### src/rtl/fft_pkg.sv
// Shared FFT definitions: frame size, index bit-reversal and the complex sample type.
// The FFT stages and the output serializer both import this package.
package fft_pkg;

  localparam int N        = 8;
  localparam int LOG2N    = 3;
  localparam int SAMPLE_W = 16;

  typedef struct packed {
    logic signed [SAMPLE_W-1:0] re;
    logic signed [SAMPLE_W-1:0] im;
  } cplx_t;

  function automatic logic [LOG2N-1:0] bitrev3(input logic [LOG2N-1:0] idx);
    return {idx[0], idx[1], idx[2]};
  endfunction

endpackage

### src/rtl/fft_frame_buf.sv
// One complex frame of N samples held in registers. A load replaces the whole
// frame in one cycle, so a PENDING to ACTIVE move is a single parallel copy.
module fft_frame_buf
  import fft_pkg::*;
#(
  parameter int WIDTH = SAMPLE_W
) (
  input  logic                          clk,
  input  logic                          rst_n,
  input  logic                          load,
  input  logic [N-1:0][1:0][WIDTH-1:0]  din,
  output logic [N-1:0][1:0][WIDTH-1:0]  dout
);

  logic [N-1:0][1:0][WIDTH-1:0] mem;

  // NOTE: the sample registers are reset on purpose so the streamed outputs read 0 during reset.
  always_ff @(posedge clk or negedge rst_n) begin
    if (!rst_n) begin
      mem <= '0;
    end else if (load) begin
      mem <= din;
    end
  end

  assign dout = mem;

endmodule

### src/rtl/fft_output_serializer.sv
// Double-buffered parallel-to-serial back end of the 8-point FFT: captures a whole
// frame, streams it one sample per cycle on valid/ready, and counts dropped frames.
module fft_output_serializer
  import fft_pkg::*;
#(
  parameter int WIDTH  = SAMPLE_W,
  parameter bit BITREV = 1'b0
) (
  input  logic                    clk,
  input  logic                    rst_n,
  input  logic                    frame_valid,
  output logic                    frame_ready,
  input  logic signed [WIDTH-1:0] x_in_0_real,
  input  logic signed [WIDTH-1:0] x_in_1_real,
  input  logic signed [WIDTH-1:0] x_in_2_real,
  input  logic signed [WIDTH-1:0] x_in_3_real,
  input  logic signed [WIDTH-1:0] x_in_4_real,
  input  logic signed [WIDTH-1:0] x_in_5_real,
  input  logic signed [WIDTH-1:0] x_in_6_real,
  input  logic signed [WIDTH-1:0] x_in_7_real,
  input  logic signed [WIDTH-1:0] x_in_0_imag,
  input  logic signed [WIDTH-1:0] x_in_1_imag,
  input  logic signed [WIDTH-1:0] x_in_2_imag,
  input  logic signed [WIDTH-1:0] x_in_3_imag,
  input  logic signed [WIDTH-1:0] x_in_4_imag,
  input  logic signed [WIDTH-1:0] x_in_5_imag,
  input  logic signed [WIDTH-1:0] x_in_6_imag,
  input  logic signed [WIDTH-1:0] x_in_7_imag,
  output logic                    out_valid,
  input  logic                    out_ready,
  output logic signed [WIDTH-1:0] out_real,
  output logic signed [WIDTH-1:0] out_imag,
  output logic [LOG2N-1:0]        out_index,
  output logic                    out_last,
  output logic [7:0]              drop_count
);

  typedef logic [N-1:0][1:0][WIDTH-1:0] frame_t;

  frame_t            in_frame, act_frame, pend_frame, act_din;
  logic              act_full, pend_full;
  logic [LOG2N-1:0]  pos;
  logic              xfer, done, accept;
  logic              load_act_in, load_act_pend, load_pend, act_load;

  assign in_frame[0] = {x_in_0_real, x_in_0_imag};
  assign in_frame[1] = {x_in_1_real, x_in_1_imag};
  assign in_frame[2] = {x_in_2_real, x_in_2_imag};
  assign in_frame[3] = {x_in_3_real, x_in_3_imag};
  assign in_frame[4] = {x_in_4_real, x_in_4_imag};
  assign in_frame[5] = {x_in_5_real, x_in_5_imag};
  assign in_frame[6] = {x_in_6_real, x_in_6_imag};
  assign in_frame[7] = {x_in_7_real, x_in_7_imag};

  // An accept implies PENDING is empty, so the two ACTIVE load sources never collide.
  assign xfer          = act_full && out_ready;
  assign done          = xfer && (pos == LOG2N'(N - 1));
  assign accept        = frame_valid && !pend_full;
  assign load_act_in   = accept && (!act_full || done);
  assign load_act_pend = done && pend_full;
  assign load_pend     = accept && act_full && !done;
  assign act_load      = load_act_in || load_act_pend;
  assign act_din       = load_act_pend ? pend_frame : in_frame;

  fft_frame_buf #(.WIDTH(WIDTH)) u_active (
    .clk   (clk),
    .rst_n (rst_n),
    .load  (act_load),
    .din   (act_din),
    .dout  (act_frame)
  );

  fft_frame_buf #(.WIDTH(WIDTH)) u_pending (
    .clk   (clk),
    .rst_n (rst_n),
    .load  (load_pend),
    .din   (in_frame),
    .dout  (pend_frame)
  );

  always_ff @(posedge clk or negedge rst_n) begin
    if (!rst_n) begin
      act_full   <= 1'b0;
      pend_full  <= 1'b0;
      pos        <= '0;
      drop_count <= '0;
    end else begin
      if (act_load) begin
        act_full <= 1'b1;
        pos      <= '0;
      end else if (done) begin
        act_full <= 1'b0;
        pos      <= '0;
      end else if (xfer) begin
        pos <= pos + 1'b1;
      end

      if (load_pend) begin
        pend_full <= 1'b1;
      end else if (load_act_pend) begin
        pend_full <= 1'b0;
      end

      if (frame_valid && pend_full && (drop_count != 8'hFF)) begin
        drop_count <= drop_count + 8'd1;
      end
    end
  end

  assign frame_ready = !pend_full;
  assign out_valid   = act_full;
  assign out_index   = BITREV ? bitrev3(pos) : pos;
  assign out_real    = act_frame[out_index][1];
  assign out_imag    = act_frame[out_index][0];
  assign out_last    = (pos == LOG2N'(N - 1));

endmodule

### config.mk
export PLATFORM = sky130hd
export DESIGN_NAME = fft_output_serializer
export DESIGN_NICKNAME = d
export VERILOG_FILES = /design/src/rtl/fft_pkg.sv /design/src/rtl/fft_frame_buf.sv /design/src/rtl/fft_output_serializer.sv
export SDC_FILE = /design/constraint.sdc
export NUM_CORES = 1
export LEC_CHECK = 0
export CAP_MARGIN = 0
export CORE_AREA = 2 2 300 213
export CTS_CLUSTER_SIZE = 24
export DETAILED_ROUTE_END_ITERATION = 10
export DIE_AREA = 0 0 302 215
export GPL_ROUTABILITY_DRIVEN = 0
export PLACE_DENSITY = 0.58
export RECOVER_POWER = 50
export SYNTH_ARGS = -nofsm -noshare
export SYNTH_HDL_FRONTEND = slang
export SYNTH_SLANG_ARGS = --single-unit
### constraint.sdc
create_clock -name clk -period 6.1 [get_ports clk]
set_input_delay 1.83 -clock clk [delete_from_list [all_inputs] [get_ports clk]]
set_output_delay 1.83 -clock clk [all_outputs]
set_load 0.1 [all_outputs]
==> flow_summary.json <==
{
  "num_io_pins": 306,
  "fp.coreArea_um2": 62300,
  "vertical_die_dimension_um": 215,
  "postLayoutSetupSlackWorst_ns": 0.607,
  "postSynthRegisterBits": 525,
  "power.leakage_nw": 12.3,
  "synth_async_sr_flop_share_pct": 100,
  "cts_inserted_buffers": 54,
  "synthDominantAreaCellType": "sky130_fd_sc_hd__dfrtp_1",
  "dominantRegCellSynth": "sky130_fd_sc_hd__dfrtp_1",
  "synth-xor-area-share_pct": 0.0710,
  "routed_wirelength_um": 60700,
  "final_hold_viol_count": 0,
  "reg2reg_slack_ns": 2.01,
  "timing.critical_path.to_type": "output port",
  "post-route-period-util_pct": 90.0,
  "hold_path_end": "u_pending.dout[43]$_DFFE_PN0P_",
  "reg2reg_from": "out_index[1]$_DFFE_PN0P_",
  "ys_top_cells_by_area": "sky130_fd_sc_hd__dfrtp_1, sky130_fd_sc_hd__mux2_2, sky130_fd_sc_hd__mux2_1",
  "min-delay-start": "u_pending.dout[43]$_DFFE_PN0P_",
  "rr_endpoint": "u_pending.dout[105]$_DFFE_PN0P_",
  "drt_pre_antenna_iters": 5,
  "post-synth-top-area-fraction_pct": 53.3,
  "final_layout_size_suffix_gt1_share_pct": 32.2,
  "fin_hold_ws_ns": 0.483,
  "clk_path_buf_depth": 3,
  "timing.setup.tns_ns": 0,
  "timing.final.setup_violations": 0,
  "synth.area.mux_share_pct": 42.4,
  "timing.final.max_slew_violations": 387,
  "timing_worst_setup_path_type": "flip-flop to output port",
  "synthesis.yosys.warnings": 0,
  "syn_inst": 1549,
  "setup_repair_after_global_routing_missed_its_margin": "no",
  "power_per_cell_area_nw_per_um2": 549,
  "numClockSinks": 525,
  "layout.cells.non_filler": 2704,
  "critPathArrivalTime_ns": 3.66,
  "synth_fa_ha_area_share_pct": 0.152,
  "worstRegToRegCells": 6,
  "dp.final_hpwl_um": 40200,
  "die_area_um2": 64900,
  "count_of_vias_placed_by_the_detailed_router": 14000,
  "violations_in_the_final_reports": "capacitance limit, slew limit",
  "clk_root_buffer_cell": "sky130_fd_sc_hd__clkbuf_16",
  "synth-compound-area-share_pct": 0.573,
  "max-cap-violations": 4,
  "syn-cell-area_um2": 24700,
  "peakVddDrop_mv": 1.04,
  "final_cell_area_um2": 30000,
  "crit_path_max_fanout": 21,
  "place_worst_setup_slack_ns": 1.11,
  "achievable-frequency_mhz": 182,
  "synth_enable_flop_cells": 0,
  "ant_nets": 0,
  "drt_iter0_drc": 527,
  "start_util_pct": 39.6,
  "max-slew-margin-rel_pct": -72.7,
  "area_added_between_synthesis_and_finish_pct": 21.6,
  "detail_route.drc_violations": 0,
  "worstMarginPinSlew_ns": 2.59,
  "tritoncts_clock_tree": "built",
  "syn-num-nets": 1812,
  "synth_simple_gate_area_share_pct": 0.599,
  "clock-skew-final_ns": 0.0235,
  "holdCritPathClass": "flip-flop to flip-flop",
  "ctsResizeCount": 0,
  "run_status": "finished with violations",
  "clk-insertion-delay-late_ns": 0.60,
  "global_route.usage.total_pct": 18.9,
  "synth.avg_cell_area_um2": 15.9,
  "postCtsSetupRepairBufs": 0,
  "core.rowCount": 77,
  "post_dp_cell_area_um2": 28300,
  "register_area_um2": 13100,
  "htree_levels": 2,
  "portBuffers": 305,
  "ys_types": 36,
  "grt_first_pass_wirelength_um": 93100,
  "combined_area_of_the_multi_input_logic_cells_um2": 10800,
  "whs_path_depth": 1,
  "floorplan.die.width_um": 302,
  "synth_top_family_by_area": "multiplexers",
  "grt_start_max_net_pins": 136,
  "sort_of_element_at_the_start_of_the_critical_path": "flip-flop",
  "cp_data_required_time_ns": 4.27,
  "vias_per_cell": 5.16,
  "global_route_total_overflow": 0,
  "dp.cells": 2601,
  "cts_hold_repair.buffers": 0,
  "worst_setup_hold_path_clk_slew_ns": 0.06,
  "yosysSeqAreaShare_pct": 53.3,
  "routed_wire_length_per_instance_um": 22.5,
  "grt_pass1_vias": 14900,
  "layout_min_cycle_time_ns": 5.49,
  "number_of_antenna_violations_at_the_first_check_in_global_routing": 18,
  "fill_cells": 5347,
  "finish.net_count": 2091
}
cells in the final DEF, fill, tap and decap left out, types with 3 or more instances in the layout:
master	Yosys	layout
sky130_fd_sc_hd__nand2_1	7	7
sky130_fd_sc_hd__o211ai_1	4	4
sky130_fd_sc_hd__clkbuf_8	0	10
sky130_fd_sc_hd__inv_1	3	3
sky130_fd_sc_hd__buf_12	0	6
sky130_fd_sc_hd__mux4_2	64	64
sky130_fd_sc_hd__clkbuf_16	0	55
sky130_fd_sc_hd__nand3_1	7	7
sky130_fd_sc_hd__buf_4	33	15
sky130_fd_sc_hd__clkbuf_1	10	20
sky130_fd_sc_hd__clkbuf_2	0	3
sky130_fd_sc_hd__dfrtp_1	525	522
sky130_fd_sc_hd__a21oi_1	4	5
sky130_fd_sc_hd__mux2_1	371	372
sky130_fd_sc_hd__clkdlybuf4s50_1	0	296
sky130_fd_sc_hd__mux2_2	430	429
sky130_fd_sc_hd__clkinv_2	0	7
sky130_fd_sc_hd__clkbuf_4	0	3
sky130_fd_sc_hd__ha_1	3	3
sky130_fd_sc_hd__diode_2	0	8
worst max-delay path, stage by stage, from the launching register on:
cell and delay [ns]:
sky130_fd_sc_hd__dfrtp_4 0.72, sky130_fd_sc_hd__buf_4 0.42, sky130_fd_sc_hd__mux4_2 0.59, sky130_fd_sc_hd__mux2_2 0.28, sky130_fd_sc_hd__clkdlybuf4s50_1 1.03
synthesized netlist by cell type, types with 3 or more instances:
library cell / count
sky130_fd_sc_hd__a21oi_1: 4
sky130_fd_sc_hd__buf_2: 40
sky130_fd_sc_hd__buf_4: 33
sky130_fd_sc_hd__buf_6: 19
sky130_fd_sc_hd__clkbuf_1: 10
sky130_fd_sc_hd__dfrtp_1: 525
sky130_fd_sc_hd__ha_1: 3
sky130_fd_sc_hd__inv_1: 3
sky130_fd_sc_hd__mux2_1: 371
sky130_fd_sc_hd__mux2_2: 430
sky130_fd_sc_hd__mux4_2: 64
sky130_fd_sc_hd__nand2_1: 7
sky130_fd_sc_hd__nand3_1: 7
sky130_fd_sc_hd__o211ai_1: 4
logic make-up (layout without fill, tap and decap cells):
logic type                 Yosys count  after routing
AOI/OAI and AO/OA                   20             20
xor gates and xnor gates             2              2
adders and majority gates            3              3
buffers and inverters              107            425
DFF                                525            525
muxes                              865            865
other                                0              8
and+or+nand+nor                     27             27
layer usage:
metal	vias to the layer above	global-route usage [%]	share of wire, %
met2	243	30.3	47
met5	-	0	0.23
met4	22	4.60	2.1
met1	7292	25.4	45
met3	93	5.03	6.0
li1	6313	-	-
registers in the layout, indices dropped and copies added (netlist names):
register and flops:
drop_count 8, out_index 3, out_valid 1, pend_full 1, u_active.dout 256, u_pending.dout 256
per-stage QoR:
| stage | utilization (%) | power (mW) |
|---|---|---|
| 2_1_floorplan | - | 11.4 |
| 3_3_place_gp | 45.5 | 13.2 |
| 3_5_place_dp | 45.5 | 13.4 |
| 4_1_cts | 48.2 | 16.7 |
| 5_1_grt | 48.1 | 17.4 |
| 6_report | 48.1 | 16.5 |
worst max path at each step:
stage / end / startpoint / cells after the start / slack (ns)
CTS: out_real[14] / out_index[0]$_DFFE_PN0P_ / 4 / 0.51
global placement: u_active.dout[15]$_DFFE_PN0P_ / out_ready / 6 / 1.14
floorplan: out_imag[0] / out_index[0]$_DFFE_PN0P_ / 4 / 1.61
finish: out_real[14] / out_index[0]$_DFFE_PN0P_ / 4 / 0.61
detailed placement: u_active.dout[191]$_DFFE_PN0P_ / out_ready / 6 / 1.11
global route: u_pending.dout[90]$_DFFE_PN0P_ / rst_n / 2 / 0.24
final cells by class:
cell class / count / area share, %
well taps: 829 / 3.46
repair buffers: 327 / 10.9
multi-input cells: 917 / 36.0
diodes: 8 / 0.0668
inverters: 3 / 0.0376
flip-flops and latches: 525 / 43.8
clock inverters: 12 / 0.396
clock buffers: 83 / 5.27
where the power goes:
group          internal, mW  total, mW  switching [mW]
clock                  1.86       3.24            1.39
combinational          3.09       7.00            3.91
sequential             5.23       6.23            1.00
(Power assumes the default switching activity.)
